===== src/rtl/day9_coord_parser_pkg.sv =====
// Shared types and constants for the day-9 coordinate stream parser.
// Coordinate width, ASCII codes, parser states and the coordinate pair record.
package day9_pkg;

  localparam int COORD_W = 17;

  localparam logic [7:0] CH_0     = 8'h30;
  localparam logic [7:0] CH_9     = 8'h39;
  localparam logic [7:0] CH_COMMA = 8'h2C;
  localparam logic [7:0] CH_LF    = 8'h0A;
  localparam logic [7:0] CH_CR    = 8'h0D;
  localparam logic [7:0] CH_SP    = 8'h20;

  typedef enum logic [2:0] {S_X, S_Y, S_ERR, S_DONE} parse_state_t;

  typedef struct packed {
    logic [COORD_W-1:0] x;
    logic [COORD_W-1:0] y;
  } coord_t;

endpackage


===== src/rtl/day9_coord_parser_if.sv =====
// Byte-in / pair-out stream bundle between the byte source, the parser and the solver.
// master = source+consumer side (testbench or surrounding logic), slave = the parser.
interface day9_coord_if #(parameter int W = day9_pkg::COORD_W);
  logic [7:0]   in_data;
  logic         in_valid;
  logic         in_ready;
  logic         in_last;
  logic [W-1:0] x_coord;
  logic [W-1:0] y_coord;
  logic         out_valid;
  logic         out_ready;
  logic         out_last;

  modport master (
    output in_data, in_valid, in_last, out_ready,
    input  in_ready, x_coord, y_coord, out_valid, out_last
  );

  modport slave (
    input  in_data, in_valid, in_last, out_ready,
    output in_ready, x_coord, y_coord, out_valid, out_last
  );
endinterface


===== src/rtl/day9_coord_parser_accum.sv =====
// Decimal accumulator: value = value*10 + digit, with overflow detection past 2^W-1.
// The register never takes an overflowing value, so the W+4 bit headroom is always enough.
module ascii_dec_accum import day9_pkg::*; #(
  parameter int W = COORD_W
) (
  input  logic         clock,
  input  logic         reset_n,
  input  logic         clear,
  input  logic         digit_en,
  input  logic [3:0]   digit,
  output logic [W-1:0] value,
  output logic         overflow
);
  localparam int AW = W + 4;

  logic [AW-1:0] acc_q, acc_d, sum;

  always_comb begin
    sum      = (acc_q << 3) + (acc_q << 1) + AW'(digit);
    overflow = digit_en && (|sum[AW-1:W]);
    // value reflects the digit being accepted this cycle so a pair can close on it
    value    = digit_en ? sum[W-1:0] : acc_q[W-1:0];
    acc_d    = acc_q;
    if (clear)                      acc_d = '0;
    else if (digit_en && !overflow) acc_d = sum;
  end

  // NOTE: sequential state uses non-blocking assignments so every flop samples pre-edge values.
  always_ff @(posedge clock or negedge reset_n) begin
    if (!reset_n) acc_q <= '0;
    else          acc_q <= acc_d;
  end
endmodule


===== src/rtl/day9_coord_parser.sv =====
// Parses an ASCII "x,y\n" byte stream into coordinate pairs with valid/ready handshakes.
// Holds the line FSM, the one-deep output register and the emitted-pair counter.
module day9_coord_parser import day9_pkg::*; #(
  parameter int W     = COORD_W,
  parameter int CNT_W = 16
) (
  input  logic             clock,
  input  logic             reset_n,
  day9_coord_if.slave      bus,
  output logic [CNT_W-1:0] pair_count,
  output logic             done,
  output logic             error
);
  parse_state_t     state_q, state_d;
  logic             x_seen_q, x_seen_d, y_seen_q, y_seen_d;
  logic             armed_q, armed_d;
  logic             out_valid_q, out_valid_d, out_last_q, out_last_d;
  logic [W-1:0]     x_q, x_d, y_q, y_d;
  logic [CNT_W-1:0] cnt_q, cnt_d;

  logic         accept, is_digit, is_blank, load, clr, x_en, y_en, x_ovf, y_ovf;
  logic [W-1:0] x_val, y_val;

  ascii_dec_accum #(.W(W)) u_x_acc (
    .clock, .reset_n, .clear(clr), .digit_en(x_en), .digit(bus.in_data[3:0]),
    .value(x_val), .overflow(x_ovf)
  );

  ascii_dec_accum #(.W(W)) u_y_acc (
    .clock, .reset_n, .clear(clr), .digit_en(y_en), .digit(bus.in_data[3:0]),
    .value(y_val), .overflow(y_ovf)
  );

  // armed_q keeps in_ready low through reset and the first edge after release
  assign bus.in_ready  = armed_q && (state_q == S_X || state_q == S_Y) &&
                         !(out_valid_q && !bus.out_ready);
  assign accept        = bus.in_valid && bus.in_ready;
  assign is_digit      = (bus.in_data >= CH_0) && (bus.in_data <= CH_9);
  assign is_blank      = (bus.in_data == CH_CR) || (bus.in_data == CH_SP);

  assign bus.x_coord   = x_q;
  assign bus.y_coord   = y_q;
  assign bus.out_valid = out_valid_q;
  assign bus.out_last  = out_last_q;
  assign pair_count    = cnt_q;
  assign done          = (state_q == S_DONE);
  assign error         = (state_q == S_ERR);

  always_comb begin
    // NOTE: every combinational output gets a default first, so no path can infer a latch.
    state_d  = state_q;
    x_seen_d = x_seen_q;
    y_seen_d = y_seen_q;
    armed_d  = 1'b1;
    x_en     = 1'b0;
    y_en     = 1'b0;
    clr      = 1'b0;
    load     = 1'b0;

    if (accept) begin
      case (state_q)
        S_X: begin
          if (is_digit) begin
            x_en     = 1'b1;
            x_seen_d = 1'b1;
          end else if (bus.in_data == CH_COMMA) begin
            state_d = x_seen_q ? S_Y : S_ERR;
          end else if (!is_blank && bus.in_data != CH_LF) begin
            state_d = S_ERR;
          end
        end
        S_Y: begin
          if (is_digit) begin
            y_en     = 1'b1;
            y_seen_d = 1'b1;
            load     = bus.in_last;
          end else if (bus.in_data == CH_LF && y_seen_q) begin
            load = 1'b1;
          end else if (!is_blank) begin
            state_d = S_ERR;
          end
        end
        default: ;
      endcase

      if ((x_en && x_ovf) || (y_en && y_ovf)) begin
        state_d = S_ERR;
        load    = 1'b0;
      end

      if (load) begin
        clr      = 1'b1;
        x_seen_d = 1'b0;
        y_seen_d = 1'b0;
        state_d  = S_X;
      end

      // a final byte that leaves a half-built line is malformed input
      if (bus.in_last && state_d != S_ERR)
        state_d = (!load && (state_d == S_Y || x_seen_d)) ? S_ERR : S_DONE;
    end

    out_valid_d = load || (out_valid_q && !bus.out_ready);
    out_last_d  = load ? bus.in_last : out_last_q;
    x_d         = load ? x_val : x_q;
    y_d         = load ? y_val : y_q;
    cnt_d       = (load && cnt_q != '1) ? cnt_q + CNT_W'(1) : cnt_q;
  end

  always_ff @(posedge clock or negedge reset_n) begin
    if (!reset_n) begin
      state_q     <= S_X;
      x_seen_q    <= 1'b0;
      y_seen_q    <= 1'b0;
      armed_q     <= 1'b0;
      out_valid_q <= 1'b0;
      out_last_q  <= 1'b0;
      x_q         <= '0;
      y_q         <= '0;
      cnt_q       <= '0;
    end else begin
      state_q     <= state_d;
      x_seen_q    <= x_seen_d;
      y_seen_q    <= y_seen_d;
      armed_q     <= armed_d;
      out_valid_q <= out_valid_d;
      out_last_q  <= out_last_d;
      x_q         <= x_d;
      y_q         <= y_d;
      cnt_q       <= cnt_d;
    end
  end
endmodule


===== src/flat_wrapper.sv =====
// flat-port wrapper written by rule: the top's interface ports become plain ports
module day9_coord_parser_flat import day9_pkg::*;
#(
  parameter int W     = COORD_W,
  parameter int CNT_W = 16
)
  (clock, reset_n, pair_count, done, error, bus_in_data, bus_in_valid, bus_in_last, bus_out_ready, bus_in_ready, bus_x_coord, bus_y_coord, bus_out_valid, bus_out_last);
  day9_coord_if #(.W(W)) bus_i ();
  input  logic clock;
  input  logic reset_n;
  output logic [CNT_W-1:0] pair_count;
  output logic done;
  output logic error;
  input wire logic [$bits(bus_i.in_data)-1:0] bus_in_data;
  input wire logic [$bits(bus_i.in_valid)-1:0] bus_in_valid;
  input wire logic [$bits(bus_i.in_last)-1:0] bus_in_last;
  input wire logic [$bits(bus_i.out_ready)-1:0] bus_out_ready;
  output wire logic [$bits(bus_i.in_ready)-1:0] bus_in_ready;
  output wire logic [$bits(bus_i.x_coord)-1:0] bus_x_coord;
  output wire logic [$bits(bus_i.y_coord)-1:0] bus_y_coord;
  output wire logic [$bits(bus_i.out_valid)-1:0] bus_out_valid;
  output wire logic [$bits(bus_i.out_last)-1:0] bus_out_last;
  assign bus_i.in_data = bus_in_data;
  assign bus_i.in_valid = bus_in_valid;
  assign bus_i.in_last = bus_in_last;
  assign bus_i.out_ready = bus_out_ready;
  assign bus_in_ready = bus_i.in_ready;
  assign bus_x_coord = bus_i.x_coord;
  assign bus_y_coord = bus_i.y_coord;
  assign bus_out_valid = bus_i.out_valid;
  assign bus_out_last = bus_i.out_last;
  day9_coord_parser #(.W(W), .CNT_W(CNT_W)) u_core (.clock(clock), .reset_n(reset_n), .bus(bus_i), .pair_count(pair_count), .done(done), .error(error));
endmodule

===== config.mk =====
export PLATFORM = sky130hd
export DESIGN_NAME = day9_coord_parser_flat
export DESIGN_NICKNAME = d
export VERILOG_FILES = /design/src/rtl/day9_coord_parser_pkg.sv /design/src/rtl/day9_coord_parser_if.sv /design/src/rtl/day9_coord_parser_accum.sv /design/src/rtl/day9_coord_parser.sv /design/src/flat_wrapper.sv
export SDC_FILE = /design/constraint.sdc
export NUM_CORES = 1
export LEC_CHECK = 0
export ABC_AREA = 1
export CORE_MARGIN = 2
export CORE_UTILIZATION = 40
export CTS_CLUSTER_SIZE = 12
export DETAILED_ROUTE_END_ITERATION = 10
export PLACE_DENSITY = 0.65
export SLEW_MARGIN = 30
export SYNTH_ARGS = -nofsm -noshare
export SYNTH_HDL_FRONTEND = slang
export SYNTH_SLANG_ARGS = --single-unit

===== constraint.sdc =====
create_clock -name clock -period 2.8 [get_ports clock]
set_input_delay 0.7 -clock clock [delete_from_list [all_inputs] [get_ports clock]]
set_output_delay 0.7 -clock clock [all_outputs]
set_load 0.05 [all_outputs]

; Word-level counts from Yosys, hierarchy flattened
; Index checks and enable logic that the tools add are counted.
[totals]
regBits = 98
input_bits = 13
out_inout_bits = 55
word_cells = 105
[classes]
addsub = 5
magnitude_cmp = 2
n_eq_ne = 11
n_mux = 41
reduce_logical = 35
[op_table]
columns = cell, count
row1 = $mux W20, 4
row2 = $add A21 B21 Y21, 2
row3 = $add A21 B4 Y21, 2
row4 = $mux W17, 2
row5 = $mux W3, 10
row6 = $mux W1, 23
row7 = $add A16 B1 Y16 const B, 1
row8 = $eq A8 B4 Y1 const B, 2
row9 = $eq A8 B6 Y1 const B, 2
row10 = $logic_and A1 B1 Y1, 16
row11 = $ne A16 B16 Y1 const B, 1
row12 = $ge A8 B6 Y1 const B, 1
row13 = $le A8 B6 Y1 const B, 1
row14 = $ne A8 B4 Y1 const B, 1
row15 = $reduce_bool A2 Y1, 4
row16 = $reduce_or A4 Y1, 2
row17 = $eq A3 B1 Y1 const B, 2
row18 = $eq A3 B2 Y1 const B, 2
row19 = $logic_not A1 Y1, 6
row20 = $pmux W3 S2, 1
row21 = $logic_or A1 B1 Y1, 5
row22 = $logic_not A3 Y1, 1
row23 = $ne A3 B2 Y1 const B, 1
row24 = $reduce_and A3 Y1, 1
row25 = $mux W2, 1

; Longest topological paths before layout
[depth]
word_depth = 19
ltp_mapped = 24
mapped_depth_nobuf = 23

; Cells and area by module
; From an unflattened synthesis, not the netlist that was laid out.
[hier_totals]
hier_cells = 1141
hier_area_um2 = 8130.3
[modules_own_cells]
columns = module, instances, cells_per_inst, area_per_inst_um2, seq_area_each_um2
row1 = day9_coord_parser, 1, 394, 3007.9, 1451.4
row2 = ascii_dec_accum at u_core.u_x_acc, 1, 376, 2602.5, 500.5
row3 = ascii_dec_accum at u_core.u_y_acc, 1, 371, 2519.9, 500.5

; Worst setup path after synthesis
; No wires, ideal clock.
[synth_path]
path_kind = input port to flip-flop
startpoint = input port bus_in_data[3]
endpoint = register u_core.cnt_q[3] (netlist: u_core.pair_count[3])
setup_time_ns = 0.118
t_arrival_ns = 3.327
required_ns = 2.682
setup_slack_ns = -0.645
path_stages = 21
n_path_buf = 2
cell_sequence = inv_1 > fa_1 > fa_1 > inv_1 > nand2_1 > nand2_1 > nand3_1 > nand2_1 > nand2_1 > nand3_1 > nand2_1 > nor2_1 > nand3_2 > nand2_2 > nand3_2 > nor2_4 > nand2_2 > buf_4 > buf_6 > nand2_1 > nand2_1
[synth_between]
elab_chain_len = 13
word_cells_on_any_way = 28
cone_classes = add/sub (2) / order compare (2) / eq/ne (1) / mux (13) / reduce/logical (10)
[synth_rtl]
columns = element, line_no
row1 = "start, declared", flat_wrapper.sv:14  ; input wire logic [$bits(bus_i.in_data)-1:0] bus_in_data;
row2 = $ge A8 B6 Y1 / $le A8 B6 Y1 (equally long branches), day9_coord_parser.sv:38  ; assign is_digit = (bus.in_data >= CH_0) && (bus.in_data <= CH_9);
row3 = $logic_and A1 B1 Y1, day9_coord_parser.sv:38
row4 = $mux W1, "day9_coord_parser.sv:63, day9_coord_parser.sv:73"
row5 = $mux W1, day9_coord_parser.sv:61  ; case (state_q)
row6 = $mux W1 (2 in a row), day9_coord_parser.sv:60  ; if (accept) begin
row7 = $logic_and A1 B1 Y1, day9_coord_parser_accum.sv:20  ; overflow = digit_en && (|sum[AW-1:W]);
row8 = $logic_and A1 B1 Y1, day9_coord_parser.sv:86  ; if ((x_en && x_ovf) || (y_en && y_ovf)) begin
row9 = $logic_or A1 B1 Y1, day9_coord_parser.sv:86
row10 = $mux W1 (*), day9_coord_parser.sv:86
row11 = $mux W1 (*) (2 in a row), day9_coord_parser.sv:60
row12 = $logic_and A1 B1 Y1 (*), day9_coord_parser.sv:107  ; cnt_d = (load && cnt_q != '1) ? cnt_q + CNT_W'(1) : cnt_q;
row13 = "end signal, assigned", day9_coord_parser.sv:130  ; cnt_q <= cnt_d;
row14 = "end, declared", day9_coord_parser.sv:19  ; logic [CNT_W-1:0] cnt_q, cnt_d;
; Every way passes the cells marked *; elsewhere a longest branch is shown, timed or not. The select of a mux whose other input is x is not followed.
; A chain may end at the register's enable or synchronous reset.

; Final worst setup path
[layout_path]
startpoint = input port bus_in_data[3]
endpoint = register u_core.x_q[2] (netlist: u_core.bus.x_coord[2])
[layout_between]
elab_chain_len = 12
word_cells_on_any_way = 28
cone_classes = add/sub (2) / order compare (2) / eq/ne (1) / mux (14) / reduce/logical (9)
[layout_rtl]
columns = element, line_no
row1 = $ge A8 B6 Y1 / $le A8 B6 Y1 (equally long branches), day9_coord_parser.sv:38
row2 = $logic_and A1 B1 Y1, day9_coord_parser.sv:38
row3 = $mux W1, "day9_coord_parser.sv:63, day9_coord_parser.sv:73"
row4 = $mux W1, day9_coord_parser.sv:61
row5 = $mux W1 (2 in a row), day9_coord_parser.sv:60
row6 = $logic_and A1 B1 Y1, day9_coord_parser_accum.sv:20
row7 = $logic_and A1 B1 Y1, day9_coord_parser.sv:86
row8 = $logic_or A1 B1 Y1, day9_coord_parser.sv:86
row9 = $mux W1, day9_coord_parser.sv:86
row10 = $mux W1 (2 in a row), day9_coord_parser.sv:60
row11 = "end signal, assigned", day9_coord_parser.sv:118  ; x_q <= '0;
row12 = "end signal, assigned", day9_coord_parser.sv:128  ; x_q <= x_d;
row13 = "end, declared", day9_coord_parser.sv:18  ; logic [W-1:0] x_q, x_d, y_q, y_d;
; Parallel ways exist; a longest one is shown, timed or not. The select of a mux whose other input is x is not followed.

==> run metrics <==
outcome=complete, but fails checks; failing checks=negative setup slack; routed wire length=21500 um; worst IR drop on VDD=0.260 mV; via count=7635; Worst-Margin Slew=552 ps; die footprint=19900 sq um; Syn-to-layout area delta=39.6%; Vias/cell=5.03; Worst EP required=3030 ps; min cycle time layout=3090 ps; RSZ-0062 raised after global routing=true; Final Util=56.5%; ANT cells=0; Setup WS post-layout=-291 ps; largest cells by area after synthesis=dfrtp_1 33%, nand2_1 18%, ha_1 12%; CP Capture Type=flip-flop; Clock transition at path regs=80 ps; fin. max-slew vios=0; Max transition margin=63.1%; number of synthesized register bits=98; HP Class=in -> async; detailed placer's ending HPWL=15400 um; Routed wire per std cell=14.1 um; Synth area leader=dfrtp_1; PD cells=275 nW/um^2; Reg area=2450 sq um; Main synth FF type=dfrtp_1; Post-Syn Area=7530 sq um; RR Endpoint=u_core.u_y_acc.acc_q[8]; syn nets=1169; largest net degree at the start of global routing=57; Leakage=5.37 nW; num rows=50; CTS tree=built; share of the yosys chip area belonging to registers=32.6%; Num Clock Sinks=98; die span in y=141 um; synthesized instance count=1079; Critical Path Start=bus_in_data[3]; Die X=141 um; # DRC=0; FF-to-FF Start=u_core.u_y_acc.acc_q[2]; global-route wire length before repair=36000 um; grt total ovfl=0; num ports=68; crit path kind=in -> reg; GPL Wtd Cong=0.892; WP data arrival=3330 ps; achievable frequency=323 MHz; Clock Tree Root=clkbuf_16; Max Cap Violations=0; commonest non-fill, non-tap cell in the layout=nand2_1; clk_lat worst skew=360 ps; worst-path fanout max=11; vias in the first global route=7640; area of the multi-input gates=4860 sq um; htree depth=3; Place WS=-1200 ps; post-synth top area share=32.6%; Final Hold Violating Endpoints=0; syn_area_per_cell=6.98 sq um; Final ANT Viol Nets=0; fillcell total=1688; count of different cell masters after synthesis=40; worst-case reg-to-reg path depth=18; FF-to-FF setup slack=-270 ps; Initial DRC Count=370; CTS Buffer Depth=2; placed instance count=1470; initial antenna violation count=0; YS warnings=0; IO Port Bufs=67; Global Route Usage Sum=22.4%; clock skew=9.63 ps; layout cells sized above 1=22.8%; crit share post-route=110%; non-filler cells, final=1518; Setup-failing EPs final=95; first-pass detailed-route iteration total=5; asr flop ratio synth=100%; Inserted Clock Buffers=9; starting density of the core=40.5%; core area=18600 sq um; Nets=1369; most frequent cells in the layout=321 x nand2_1, 124 x inv_1, 122 x buf_4; number of synthesized flops with an enable pin=0; startpoint types=input port
==> layer usage <==
layer,global-route usage [%],routed length (um),vias to the layer above
li1,-,-,3844
met1,27.8,9310,3575
met2,39.5,10800,173
met3,3.87,858,43
met4,7.16,501,0
met5,0,0,-
==> worst max path at each step <==
stage	cells past startpoint	slack [ps]	to
floorplan	22	-460	u_core.pair_count[3]
global placement	23	-1170	u_core.pair_count[5]
detailed placement	23	-1200	u_core.pair_count[6]
CTS	21	-400	u_core.u_y_acc.acc_q[13]
global route	22	-470	u_core.pair_count[9]
finish	20	-290	u_core.bus.x_coord[2]
==> stage by stage <==
stage | power, mW | instance area (sq um) | setup TNS, ps | hold slack (ps)
after floorplan | 1.48 | 7650 | -30240 | 404
after global placement | 1.56 | 9310 | -108450 | 461
after detailed placement | 1.56 | 9310 | -109950 | 462
after CTS | 2.91 | 10200 | -33660 | 192
after global routing | 2.98 | 10500 | -38400 | 199
final | 2.89 | 10500 | -22500 | 194
==> layout make-up <==
type / instances / area share (%)
flip-flops and latches: 98 / 23.3
inverters: 140 / 5.44
multi-input cells: 816 / 46.3
repair buffers: 213 / 19.1
clock inverters: 7 / 0.881
repair inverters: 1 / 0.0834
clock buffers: 9 / 2.14
well taps: 234 / 2.79
==> worst max-delay path, cell delays in order <==
cell and delay (ps):
buf_12 110, inv_12 50, fa_2 460, fa_2 400, o21ai_2 150, nand3_1 90
nand2_1 100, nand2_1 70, nand3_1 70, nand2_1 70, nor2_2 90, nand3_2 130
nand2_4 110, nand2_2 70, nor2_4 120, nand2_4 80, buf_8 150, buf_12 150
nand2_1 70, o21ai_1 70
==> timing repair <==
action / CTS / global route
endpoints found under the setup margin: 97 / 96
cloned: 7 / 1
buffers inserted: 17 / 8
hold buffers: 0 / 0
gates resized for setup: 97 / 66
pin swaps: 34 / 24
==> synthesized netlist by cell type (5+ instances only) <==
cell      number
nand3b_1       5
nor3_1        16
buf_2         15
ha_1          73
inv_2          6
nand3_1       46
dfrtp_1       98
nand2_2        5
clkbuf_1       6
xor2_1        24
inv_1        134
nand2_1      357
o21ai_1       27
or2_2          6
a21oi_1       51
xnor2_1       11
a211oi_1       8
o21ai_0       53
nor2_1        95
==> where the power goes <==
group	internal, mW	total, mW	leakage [nW]	switching, mW
clock network	0.719	1.34	0.156	0.622
logic	0.0546	0.130	3.98	0.0753
registers	1.41	1.41	1.24	0.000190
==> registers in the layout, summed over array words and instances (netlist names) <==
| register | flops |
|---|---|
| u_core.bus.y_coord | 17 |
| u_core.bus.out_valid | 1 |
| u_core.state_q | 3 |
| u_core.u_y_acc.acc_q | 20 |
| u_core.x_seen_q | 1 |
| u_core.y_seen_q | 1 |
| u_core.bus.out_last | 1 |
| u_core.armed_q | 1 |
| u_core.u_x_acc.acc_q | 20 |
| u_core.bus.x_coord | 17 |
| u_core.pair_count | 16 |
==> kinds of logic after synthesis <==
logic type                 count (synthesis)  share of synthesized area [%]
buffers and inverters                    166                           8.98
DFF                                       98                           32.6
muxes                                      1                          0.133
AOI/OAI and AO/OA                        149                           10.5
other                                      1                         0.0498
xor gates and xnor gates                  35                           4.07
and+or+nand+nor                          552                           30.5
adders and majority gates                 77                           13.2
(Power assumes the default switching activity.)
==> edit 1 (config.mk and constraints unchanged) <==
Reset style: synchronous (`reset_n`), changed in 2 clocked blocks.
--- a/src/rtl/day9_coord_parser_accum.sv
+++ b/src/rtl/day9_coord_parser_accum.sv
@@ -28,3 +28,3 @@
   // NOTE: sequential state uses non-blocking assignments so every flop samples pre-edge values.
-  always_ff @(posedge clock or negedge reset_n) begin
+  always_ff @(posedge clock) begin
     if (!reset_n) acc_q <= '0;
--- a/src/rtl/day9_coord_parser.sv
+++ b/src/rtl/day9_coord_parser.sv
@@ -109,3 +109,3 @@
 
-  always_ff @(posedge clock or negedge reset_n) begin
+  always_ff @(posedge clock) begin
     if (!reset_n) begin
Function: differs if reset_n is asserted again (counterexample within 4 cycles, from zero or initial values and one cycle with reset_n low); with reset_n held inactive, the same outputs for 4 cycles.
==> edit 1 against the unedited design <==
The flow still finishes with violations (setup timing); worst setup slack got worse by 170 ps; area after synthesis decreased by 5.0%; critical path type unchanged; sequential cell count unchanged; hold slack improved by 250 ps; synthesized cell count increased by 1.3%; total power increased by 2.6%; die area decreased by 4.8%; design area decreased by 7.8%; non-clock buffer count decreased by 28; wire length decreased by 3.1%.
==> edit 1: results <==
{
  "worstPathMaxFanout": 8,
  "r2r_end": "u_core.pair_count[0]",
  "fin_tns_setup_ps": -38340,
  "synthArstFlopShare_pct": 0,
  "antenna_found_initial": 0,
  "initial_utilization_pct": 41.08,
  "crit_path_top_delay_cell": "fa_1",
  "fin_ws_ps": -464.3,
  "largestRegisters": "u_core.u_x_acc.acc_q x20, u_core.u_y_acc.acc_q x20",
  "power_leakage_nw": 4.890,
  "fin_skew_ps": 14.01,
  "netlist_top_cells_count": "nand2_1, nor2_1, inv_1, dfxtp_1",
  "r2r_slack_ps": -390,
  "grt_pass1_wl_mm": 32.98,
  "ys_seq_area_share_pct": 27.42,
  "n_antenna_cell": 0,
  "final-setup-viol-count": 96,
  "critPathMaxStageDelay_ps": 530,
  "drt_iter0_markers": 464,
  "place_hpwl_mm": 14.28,
  "grt_max_degree": 28,
  "cts_buffer_depth": 2,
  "violations": "setup timing",
  "holdWs_ps": 445.2,
  "viasPerCell": 5.004,
  "grt_pass1_vias": 6956,
  "syn_nets": 1183,
  "min_path_cells": 2,
  "r2r_cells": 22,
  "worst_slew_pin_slew_ps": 556.7,
  "hp-class": "register to register",
  "fillers": 1692,
  "globalplace.congestion": 0.9012,
  "yosysMostFrequentCell": "nand2_1",
  "ys_types": 37,
  "clock-root-buffer": "clkbuf_16",
  "vdd_drop_max_uv": 278.8,
  "grt_use_total_pct": 21.88,
  "finalWirelength_mm": 20.80,
  "layout.nets": 1349,
  "ys.flop_type": "dfxtp_1",
  "r2r_start": "u_core.u_y_acc.acc_q[0]",
  "place_area_um2": 8687,
  "drive_gt1_share_pct": 18.05,
  "h-tree-depth": 3,
  "io_buffers": 67,
  "yosys_warnings": 0,
  "netlist_top_cells_area": "dfxtp_1, nand2_1, ha_1",
  "clkTransAtPathRegs_ps": 70,
  "p_sw_mw": 0.7356,
  "hold_end": "u_core.u_y_acc.acc_q[18]",
  "status": "complete, but fails checks",
  "cp.arrival_ps": 3520
}
## edit 1: cell count changes after synthesis, moves of 7 or more
cell      change
a211oi_1      -8
a21oi_1       +7
clkbuf_1      +7
dfrtp_1      -98
dfxtp_1      +98
inv_1        -21
nand2_1      -58
nand3_1      +11
nor2_1       +55
o21ai_0      +20
o21ai_1      -14
## edit 1: layout make-up
type                    count  area (µm²)  share of cell area (%)
multi-input cells         844        4821                   49.79
inverters                 119       465.4                   4.807
flip-flops and latches     98        1962                   20.26
clock buffers              10       239.0                   2.468
well taps                 225       281.5                   2.907
clock inverters             5       62.56                  0.6461
repair buffers            185        1834                   18.94
repair inverters            2       17.52                  0.1809
## edit 1: cell families after synthesis
family          share of synthesized area, %
compound gates                         11.02
fa+ha+maj                              13.89
flops                                  27.42
buf+inv                                8.499
xor+xnor                               5.264
simple gates                           33.91
## edit 1: metal layers
metal	track usage (%)	routed length, µm	vias to the layer above
li1	-	-	3843
met1	28.55	9740	3412
met5	0	0	-
met3	3.127	812	38
met2	37.12	9720	153
met4	7.200	529	0
## edit 1: power groups by stage
stage | combinational, mW | clock, mW | sequential [mW]
final | 0.247 | 1.31 | 1.40
after global routing | 0.266 | 1.39 | 1.40
after CTS | 0.236 | 1.34 | 1.40
after detailed placement | 0.202 | 0 | 1.44
after global placement | 0.201 | 0 | 1.44
after floorplan | 0.113 | 0 | 1.44
## edit 1: worst max-delay path: cells and delay by family
| kind | cells | cell delay (ps) |
|---|---|---|
| buffers and inverters | 8 | 840 |
| and+or+nand+nor | 13 | 990 |
| adders and majority gates | 2 | 940 |
## edit 1: how the worst max path moves through the flow
stage | endpoint | startpoint | cells after the start | slack (ps)
after global placement | u_core.pair_count[0] | bus_in_data[3] | 22 | -1210
after global routing | u_core.pair_count[12] | bus_in_data[3] | 24 | -630
final | u_core.pair_count[0] | bus_in_data[3] | 23 | -460
after floorplan | u_core.pair_count[7] | bus_in_data[3] | 21 | -470
after CTS | u_core.pair_count[0] | bus_in_data[3] | 24 | -360
after detailed placement | u_core.pair_count[0] | bus_in_data[3] | 22 | -1290
## edit 1: metrics by stage
stage	utilization [%]	instances	setup WS [ps]	power, mW
2_1_floorplan	-	1093	-468.3	1.551
3_3_place_gp	49.88	1444	-1215	1.638
3_5_place_dp	49.88	1444	-1286	1.639
4_1_cts	54.15	1478	-363.6	2.976
5_1_grt	55.60	1488	-629.5	3.059
6_report	55.60	1488	-464.3	2.960
## edit 1: what timing repair did
action	CTS	global route
pin swaps	31	32
gates cloned	5	5
hold buffers	0	0
setup endpoints to repair	96	96
resized for setup	72	47
buffers inserted	14	5
==> edit 2 (same settings) <==
Made on the original files. `CNT_W` is set to 16 in 2 places; all go to 32.
--- a/src/rtl/day9_coord_parser.sv
+++ b/src/rtl/day9_coord_parser.sv
@@ -4,3 +4,3 @@
   parameter int W     = COORD_W,
-  parameter int CNT_W = 16
+  parameter int CNT_W = 32
 ) (
--- a/src/flat_wrapper.sv
+++ b/src/flat_wrapper.sv
@@ -4,3 +4,3 @@
   parameter int W     = COORD_W,
-  parameter int CNT_W = 16
+  parameter int CNT_W = 32
 )
Interface: changed (resized pair_count); port bits go from 68 to 84. No check against the original RTL was run, so the function may have changed too.
==> edit 2 against the unedited design <==
The flow still finishes with violations (setup timing); area after synthesis is 19% higher; worst setup slack better by 27 ps; global-route usage up 1.0 points; first-iteration DRC count increased by 44%; core utilization increased by 3.2 points; sequential cell count up 16; wire length rose by 30%; count of clock-buffer cells in the layout up 13; design area is 25% higher; synthesized cell count increased by 17%; critical path depth is 2 higher.
Power is not compared: it rests on default switching activity, and its combinational part moved more than twofold at a synthesized area within 25%.
==> edit 2: results <==
{
  "netlist_top_cells_count": "nand2_1, inv_1, dfrtp_1, nor2_1, ha_1",
  "violations": "setup timing",
  "cpLargestDelayFamily": "simple AND/OR/NAND/NOR gates",
  "internal_power_mw": 3.151,
  "hold_buffers": 0,
  "critPathLaunchType": "register",
  "final-setup-viol-count": 110,
  "r2r_start": "u_core.u_x_acc.acc_q[2]",
  "avgSynthCellArea_um2": 7.086,
  "ctsResizeCount": 110,
  "cts_sinks": 114,
  "grt_pass1_vias": 9179,
  "finalWirelength_mm": 27.99,
  "netlist_top_cells_area": "dfrtp_1, nand2_1, ha_1",
  "vdd_drop_max_uv": 374.7,
  "synth-xor-area-share_pct": 3.722,
  "clock_latency_ps": 420,
  "synth_adder_area_share_pct": 11.11,
  "grt_pass1_wl_mm": 45.13,
  "worstPathMaxFanout": 8,
  "synth_mux_area_share_pct": 0.6716,
  "synth-compound-area-share_pct": 9.305,
  "ys_types": 44,
  "worst_slew_pin_slew_ps": 574.8,
  "globalplace.congestion": 0.9070,
  "post_cts_buffers": 17,
  "drt-pass1-iter-count": 7,
  "place_area_um2": 11320,
  "ys_seq_area_share_pct": 31.90,
  "fin_cells": 1817,
  "crit_path_top_delay_cell": "fa_2",
  "cp.arrival_ps": 3380,
  "viasPerCell": 5.081,
  "drt_iter0_markers": 534,
  "power_leakage_nw": 6.760,
  "place_hpwl_mm": 19.44,
  "syn_nets": 1352,
  "fin_skew_ps": 13.17,
  "fin_ws_ps": -264.3,
  "n_antenna_cell": 0,
  "p_sw_mw": 1.053,
  "grt_max_degree": 45,
  "status": "complete, but fails checks",
  "comb-power_mw": 0.346,
  "dpl.cell_count": 1749,
  "io_buffers": 83,
  "fin_tns_setup_ps": -21380,
  "clkTransAtPathRegs_ps": 60,
  "cts_buffer_depth": 2,
  "drive_gt1_share_pct": 28.30,
  "h-tree-depth": 4,
  "largest_register_ffs": 32,
  "dpl_worst_slack_ps": -1255,
  "grt_use_total_pct": 23.39,
  "layout.nets": 1614,
  "cts_buffers": 17
}
[edit 2: final timing paths]
path                                           endpoint  slack, ps  depth (start not counted)
min in group clock                u_core.bus.y_coord[0]        480                          2
worst min register to register    u_core.bus.y_coord[0]        480                          2
max in group asynchronous          u_core.pair_count[7]       1850                          2
worst min-delay path             u_core.bus.y_coord[16]        250                          1
worst max-delay path            u_core.u_x_acc.acc_q[1]       -260                         22
worst max register to register  u_core.u_x_acc.acc_q[1]       -260                         22
[edit 2: final cells by class]
class | instances | area, µm²
inverter | 186 | 715.7
fill | 1956 | 8806
clock buffer | 22 | 474.2
tap | 280 | 350.3
timing repair buffer | 273 | 2655
multi-input combinational | 932 | 5928
clock inverter | 10 | 107.6
sequential | 114 | 2854
[edit 2: per-layer routing]
layer	up-vias	part of all wire (%)	track usage, %
li1	4602	-	-
met1	4372	44	29.81
met2	197	50	40.42
met3	61	3.1	2.959
met4	0	3.1	9.087
met5	-	0	0
